File: src/rtl/uart_rx_pkg.sv
// Shared types and constants for the UART receiver control path.
package uart_rx_pkg;

  // Frame-tracking states, 3-bit binary encoding.
  typedef enum logic [2:0] {
    IDLE    = 3'd0,
    START   = 3'd1,
    DATA    = 3'd2,
    PARITY  = 3'd3,
    STOP    = 3'd4,
    ERR_CHK = 3'd5
  } rx_state_e;

  // The sampler registers its majority vote this many edges past mid-bit,
  // so the deserializer shift strobe is placed there.
  localparam logic [5:0] DESER_OFFSET = 6'd2;

endpackage

File: src/rtl/uart_rx_fsm.sv
// UART receiver control FSM: walks start, data, optional parity and stop bits,
// enables the per-bit checkers and qualifies the received byte.
module uart_rx_fsm
  import uart_rx_pkg::*;
#(
  parameter int IN_DATA_WIDTH = 8
) (
  input  logic                             CLK,
  input  logic                             RST,
  input  logic                             RX_IN,
  input  logic                             PAR_EN,
  input  logic [5:0]                       Prescale,
  input  logic [5:0]                       edge_cnt,
  input  logic [$clog2(IN_DATA_WIDTH):0]   bit_cnt,
  input  logic                             strt_glitch,
  input  logic                             par_err,
  input  logic                             stp_err,
  output logic                             edge_bit_en,
  output logic                             dat_samp_en,
  output logic                             deser_en,
  output logic                             par_chk_en,
  output logic                             strt_chk_en,
  output logic                             stp_chk_en,
  output logic                             data_valid
);

  localparam int BCW = $clog2(IN_DATA_WIDTH) + 1;
  localparam logic [BCW-1:0] LAST_DATA_BIT = BCW'(IN_DATA_WIDTH);

  rx_state_e state_q, state_d;
  logic      par_en_q, par_en_d;

  logic [5:0] edge_last;
  logic [5:0] edge_stop_end;
  logic [5:0] edge_deser;
  logic       bit_end;

  assign edge_last     = Prescale - 6'd1;
  // Stop ends one edge early so the counter clears while still inside the stop bit.
  assign edge_stop_end = Prescale - 6'd2;
  assign edge_deser    = (Prescale >> 1) + DESER_OFFSET;
  assign bit_end       = (edge_cnt == edge_last);

  // State and latched parity-enable registers.
  always_ff @(posedge CLK or negedge RST) begin
    if (!RST) begin
      state_q  <= IDLE;
      par_en_q <= 1'b0;
    end else begin
      state_q  <= state_d;
      par_en_q <= par_en_d;
    end
  end

  // Next-state logic; PAR_EN is captured only when a new frame begins.
  always_comb begin
    state_d  = state_q;
    par_en_d = par_en_q;
    case (state_q)
      IDLE: begin
        if (!RX_IN) begin
          state_d  = START;
          par_en_d = PAR_EN;
        end
      end
      START: begin
        if (bit_end) state_d = strt_glitch ? IDLE : DATA;
      end
      DATA: begin
        if (bit_end && (bit_cnt == LAST_DATA_BIT)) state_d = par_en_q ? PARITY : STOP;
      end
      PARITY: begin
        if (bit_end) state_d = STOP;
      end
      STOP: begin
        if (edge_cnt == edge_stop_end) state_d = ERR_CHK;
      end
      ERR_CHK: begin
        if (!RX_IN) begin
          state_d  = START;
          par_en_d = PAR_EN;
        end else begin
          state_d  = IDLE;
        end
      end
      default: state_d = IDLE;
    endcase
  end

  // Output decode from state, edge count and checker flags.
  always_comb begin
    edge_bit_en = 1'b0;
    dat_samp_en = 1'b0;
    deser_en    = 1'b0;
    par_chk_en  = 1'b0;
    strt_chk_en = 1'b0;
    stp_chk_en  = 1'b0;
    data_valid  = 1'b0;
    case (state_q)
      START: begin
        edge_bit_en = 1'b1;
        dat_samp_en = 1'b1;
        strt_chk_en = 1'b1;
      end
      DATA: begin
        edge_bit_en = 1'b1;
        dat_samp_en = 1'b1;
        deser_en    = (edge_cnt == edge_deser);
      end
      PARITY: begin
        edge_bit_en = 1'b1;
        dat_samp_en = 1'b1;
        par_chk_en  = 1'b1;
      end
      STOP: begin
        edge_bit_en = 1'b1;
        dat_samp_en = 1'b1;
        stp_chk_en  = 1'b1;
      end
      ERR_CHK: begin
        data_valid = ~stp_err & (~par_en_q | ~par_err);
      end
      default: ;
    endcase
  end

endmodule
File: config.mk
export PLATFORM = sky130hd
export DESIGN_NAME = uart_rx_fsm
export DESIGN_NICKNAME = d
export VERILOG_FILES = /design/src/rtl/uart_rx_pkg.sv /design/src/rtl/uart_rx_fsm.sv
export SDC_FILE = /design/constraint.sdc
export NUM_CORES = 1
export LEC_CHECK = 0
export BUFFER_PORTS_ARGS = -buffer_cell sky130_fd_sc_hd__clkbuf_2
export CELL_PAD_IN_SITES_DETAIL_PLACEMENT = 1
export CELL_PAD_IN_SITES_GLOBAL_PLACEMENT = 1
export CORE_UTILIZATION = 34
export CTS_CLUSTER_SIZE = 30
export DETAILED_ROUTE_END_ITERATION = 16
export PLACE_DENSITY_LB_ADDON = 0.1
export SYNTH_ARGS = -nofsm -noshare
export SYNTH_HDL_FRONTEND = slang
export SYNTH_SLANG_ARGS = --single-unit
File: constraint.sdc
create_clock -name CLK -period 1.8 [get_ports CLK]
set_input_delay 0.36 -clock CLK [delete_from_list [all_inputs] [get_ports CLK]]
set_output_delay 0.36 -clock CLK [all_outputs]
set_load 0.01 [all_outputs]
# --- After elaboration in Yosys (flattened, before gate mapping) ---
# Index checks and enable logic that the tools add are counted.
totals:
  register_bits: 4
  input_bits: 23
  out_inout_bits: 7
op_classes:
  addsub: 3
  n_eq_ne: 14
  muxes: 15
  bitwise_logic: 6
  n_reduce_logical: 6
ops:
  columns: ["op", "n"]
  rows:
  - ["$eq A6 B6 Y1", 3]
  - ["$mux W3", 6]
  - ["$pmux W3 S6", 1]
  - ["$ne A2 B2 Y1 const B", 5]
  - ["$mux W1", 7]
  - ["$add A5 B2 Y6 const B", 1]
  - ["$eq A3 B2 Y1 const B", 2]
  - ["$eq A3 B3 Y1 const B", 2]
  - ["$sub A6 B1 Y6 const B", 1]
  - ["$sub A6 B2 Y6 const B", 1]
  - ["$reduce_and A5 Y1", 1]
  - ["$eq A4 B4 Y1 const B", 1]
  - ["$not A1 Y1", 4]
  - ["$reduce_or A4 Y1", 1]
  - ["$eq A3 B1 Y1 const B", 1]
  - ["$logic_not A3 Y1", 1]
  - ["$mux W2", 1]
  - ["$reduce_and A2 Y1", 1]
  - ["$reduce_or A2 Y1", 1]
  - ["$and A1 B1 Y1", 1]
  - ["$logic_and A1 B1 Y1", 1]
  - ["$or A1 B1 Y1", 1]

# --- Longest topological paths before layout ---
depth:
  word_depth: 5
  depth_mapped: 7
  ltp_nobuf: 7

# --- Worst setup path before layout ---
# OpenSTA, ideal clock, no wires.
synth_path:
  kind: "input to register"
  start: "input port Prescale[4]"
  end: "register state_q[1]"
  setup_time_ns: 0.123
  t_arrival_ns: 1.790
  t_required_ns: 1.677
  setup_slack_ns: -0.113
  path_stages: 6
  n_path_buf: 1
  cell_sequence: "buf_6 -> xor2_2 -> or3_4 -> a2111oi_4 -> a31oi_1 -> o221a_1"
synth_between:
  elab_chain_len: 5
  word_cells_on_any_way: 10
synth_rtl:
  columns: ["element", "line_no", "rtl"]
  rows:
  - ["from (decl)", "uart_rx_fsm.sv:12", "input logic [5:0] Prescale,"]
  - ["$sub A6 B1 Y6", "uart_rx_fsm.sv:38", "assign edge_last = Prescale - 6'd1;"]
  - ["$eq A6 B6 Y1", "uart_rx_fsm.sv:42", "assign bit_end = (edge_cnt == edge_last);"]
  - ["$logic_and A1 B1 Y1", "uart_rx_fsm.sv:70", "if (bit_end && (bit_cnt == LAST_DATA_BIT)) state_d = par_en_q ? PARITY : STOP;"]
  - ["$ne A2 B2 Y1 (no line)", null, null]
  - ["$reduce_and A5 Y1 (no line) (*)", null, null]
  - ["to (signal assigned)", "uart_rx_fsm.sv:50", "state_q <= state_d;"]
  - ["to (decl)", "uart_rx_fsm.sv:30", "rx_state_e state_q, state_d;"]
# Every way passes the cells marked *; elsewhere a longest branch is shown, timed or not.
# A chain may end at the register's enable or synchronous reset.

# --- Worst setup path in the final report ---
layout_path:
  start: "input port Prescale[2]"
  end: "output port deser_en"
layout_between:
  elab_chain_len: 3
layout_rtl:
  columns: ["element", "line_no", "rtl"]
  rows:
  - ["$add A5 B2 Y6", "uart_rx_fsm.sv:41", "assign edge_deser = (Prescale >> 1) + DESER_OFFSET;"]
  - ["$eq A6 B6 Y1", "uart_rx_fsm.sv:108", "deser_en = (edge_cnt == edge_deser);"]
  - ["$mux W1", "uart_rx_fsm.sv:99", "case (state_q)"]
  - ["to (decl)", "uart_rx_fsm.sv:20", "output logic deser_en,"]
# Every way passes these cells.

==> impl_results.md <==
* Status: finished with violations
* Violated checks: setup timing
* Crit-path slowest cell: xor2_2
* CTS buffer count at 3
* Rel. slew slack at 0.6725
* Post-Route WL at 2625 µm
* Max Root-Sink Buffers at 2
* Worst-path clk slew at 0.04 ns
* Syn avg cell area at 8.153 µm²
* Final min period at 1.859 ns
* Setup violators final at 2
* CP max stage delay at 0.17 ns
* Post-Syn Nets at 123
* Crit path max fanout at 3
* Max-Cap Viols at 0
* Fmax at 0.5378 GHz
* Ratio of final minimum period to clock period at 1.033
* Fin util at 0.6158
* Layout Skew at 0.005559 ns
* CTS tree: built
* Antenna Violating Nets Remaining at 0
* Cell Pwr Density at 708.0 nW/µm²
* Yosys cell types at 40
* Critical path class: input port to primary output
* Primary FF master, synth: dfrtp_1
* Final worst slack at -0.05944 ns
* I/O Pins at 30
* CP Data Arrival Time at 1.50 ns
* Crit path cell chain: clkbuf_8 -> buf_6 -> ha_4 -> xor2_2 -> xnor2_1 -> nand4_1 -> a21oi_1 -> buf_2
* LEAKAGE at 0.5639 nW
* Root Buffer: clkbuf_4
* Hold WC Path Type: input port to flop
* Post-Syn Instances at 95
* First-pass GRT wire length at 4022 µm
* Largest net degree at the start of global routing at 9
* Detailed Place HPWL at 1983 µm
* Detailed Routing Iterations Pass 1 at 4
* Worst-Margin Slew at 0.4850 ns
* Cell Rows at 16
* Die area at 2473 µm²
* Buffers on Ports at 29
* Layout cells sized above 1 at 0.5625
* Layout area overhead at 62.36%
* Comb pwr share at 0.659
* Starting Density at 0.3793
* Flop pwr share at 0.207
* Vias in the first global route at 898
* Initial antenna violation count at 0
* DIE WIDTH at 49.73 µm
* Core area at 2042 µm²
* RSZ-0062 raised after global routing: true
* Filler cell count at 246
* DR DRC count at 0
* Nets at 174
* Post-synthesis cell area at 774.5 µm²
* Total power at 0.0008903 W
* Hold Fails Final Rpt at 0
* Smallest hold slack at 0.3617 ns
* Placer Congestion at 0.8481
* Net Sw Frac at 0.4721
* Die Ht at 49.73 µm
* Setup crit start kind: input port
* Vias/cell at 5.170
* H-tree levels at 1
* Synth top area cells: dfrtp_1, xnor2_1, ha_1, xor2_1, a21oi_1
* Number of flops mapped to enable cells by yosys at 0
* DP Area at 1069 µm²
* Worst endpoint required time at 1.44 ns
* Sequential area share after synthesis at 0.1292
* Total gr overflow at 0
* First DRT Iteration DRCs at 7
* Maximum vdd drop at 0.3955 mV
* CP endpoint kind: primary output
* Synth cell count leaders: xnor2_1, inv_1, nor2_1, xor2_1
* Ant diodes at 0
* Async SR Flop Fraction at 1.000
* Vias at 884
* Most frequent cell after synthesis: xnor2_1
* Post-synth top area share at 0.1292
* Worst-Skew Late Latency at 0.24 ns
* Pint at 0.0004700 W
* Post-synthesis register bit count at 4
* CTS Sinks at 4
* Final Cell Area at 1257 µm²
* Switch Pwr at 0.0004203 W
* Yosys top cell by area: dfrtp_1
* Final Max Tran Viols at 0
* Wire length per cell at 15.35 µm
* Clock share of power at 0.134
* Yosys Warn Count at 0
* Tot GR Track Use at 0.2214
## state kept, by name (all words and copies together) (netlist names)
signal,count
par_en_q,1
state_q,3
## path summary, 6_finish.rpt
path	from	end	slack [ns]	cells past startpoint
worst max register to register	state_q[1]$_DFFE_PN0P_	state_q[1]$_DFFE_PN0P_	0.26	4
min in group asynchronous	RST	state_q[1]$_DFFE_PN0P_	0.45	2
worst max-delay path	Prescale[2]	deser_en	-0.06	8
worst min-delay path	PAR_EN	par_en_q$_DFFE_PN0P_	0.36	2
worst min register to register	par_en_q$_DFFE_PN0P_	par_en_q$_DFFE_PN0P_	0.68	1
max in group asynchronous	RST	state_q[2]$_DFFE_PN0P_	1.21	2
## cell families after synthesis
| kind of cell | share of synthesized area |
|---|---|
| compound gates | 0.2294 |
| xor+xnor | 0.2472 |
| fa+ha+maj | 0.08078 |
| buf+inv | 0.06946 |
| flops | 0.1292 |
| mux | 0.01454 |
| simple gates | 0.2294 |
## cells in the final DEF (no fill, tap or decap), drive strengths merged
cell / synthesis / final
nor2: 7 / 7
a2111oi: 2 / 2
dlygate4sd3: 0 / 1
nor4: 1 / 1
buf: 3 / 21
o22ai: 1 / 1
nand3b: 1 / 1
nand4: 2 / 2
xor2: 8 / 8
a21o: 3 / 3
o221a: 1 / 1
inv: 7 / 7
mux2: 1 / 1
ha: 5 / 5
clkbuf: 1 / 31
o41ai: 1 / 1
o21ai: 3 / 3
or4: 1 / 1
dfrtp: 4 / 4
and3: 2 / 2
o21ba: 1 / 1
nand4bb: 1 / 1
o21a: 1 / 1
or3: 2 / 2
a221oi: 1 / 1
a31oi: 2 / 2
nand2: 6 / 6
a21oi: 6 / 6
xnor2: 10 / 10
nor3b: 1 / 1
xnor3: 1 / 1
nand2b: 4 / 4
nand3: 4 / 4
o31ai: 1 / 1
## through the flow
stage | worst slack [ns] | setup TNS [ns] | instances
floorplan | -0.04345 | -0.04345 | 95
global route | -0.1649 | -0.2787 | 171
detailed placement | -0.2775 | -0.8287 | 165
global placement | -0.1816 | -0.5584 | 165
CTS | -0.05930 | -0.08003 | 169
finish | -0.05944 | -0.07679 | 171
## cell type report
class                           instances  area, µm²  share of cell area
Timing Repair Buffer                   50      327.8              0.2607
Multi-Input combinational cell         80      744.5              0.5920
Sequential cell                         4      102.6             0.08159
Clock buffer                            3      22.52             0.01791
Inverter                                7      26.28             0.02090
Tap cell                               27      33.78             0.02687
## power by group through the flow
stage / Sequential, W / Clock, W / Combinational (W)
floorplan: 0.000166 / 0 / 0.000305
global placement: 0.000167 / 0 / 0.000496
detailed placement: 0.000167 / 0 / 0.000507
CTS: 0.000167 / 0.000117 / 0.000528
global route: 0.000187 / 0.000128 / 0.000638
finish: 0.000184 / 0.000119 / 0.000587
## worst max-delay path, delay by kind of cell
kind	cells	cell delay, ns
fa+ha+maj	1	0.16
simple gates	1	0.14
xor+xnor	2	0.32
buf+inv	3	0.39
compound gates	1	0.13
## per-layer routing
| layer | vias up | track usage | part of all wire |
|---|---|---|---|
| li1 | 434 | - | - |
| met2 | 25 | 0.4595 | 0.58 |
| met3 | 4 | 0.02160 | 0.024 |
| met5 | - | 0 | 0 |
| met4 | 0 | 0.08571 | 0.014 |
| met1 | 421 | 0.2154 | 0.38 |
## timing repair
item,CTS,global route
endpoints found under the hold margin,4,0
buffers inserted,0,2
setup endpoints to repair,4,6
hold buffers,1,0
pin swaps,3,6
resized for setup,11,19
(Power assumes the default switching activity.)
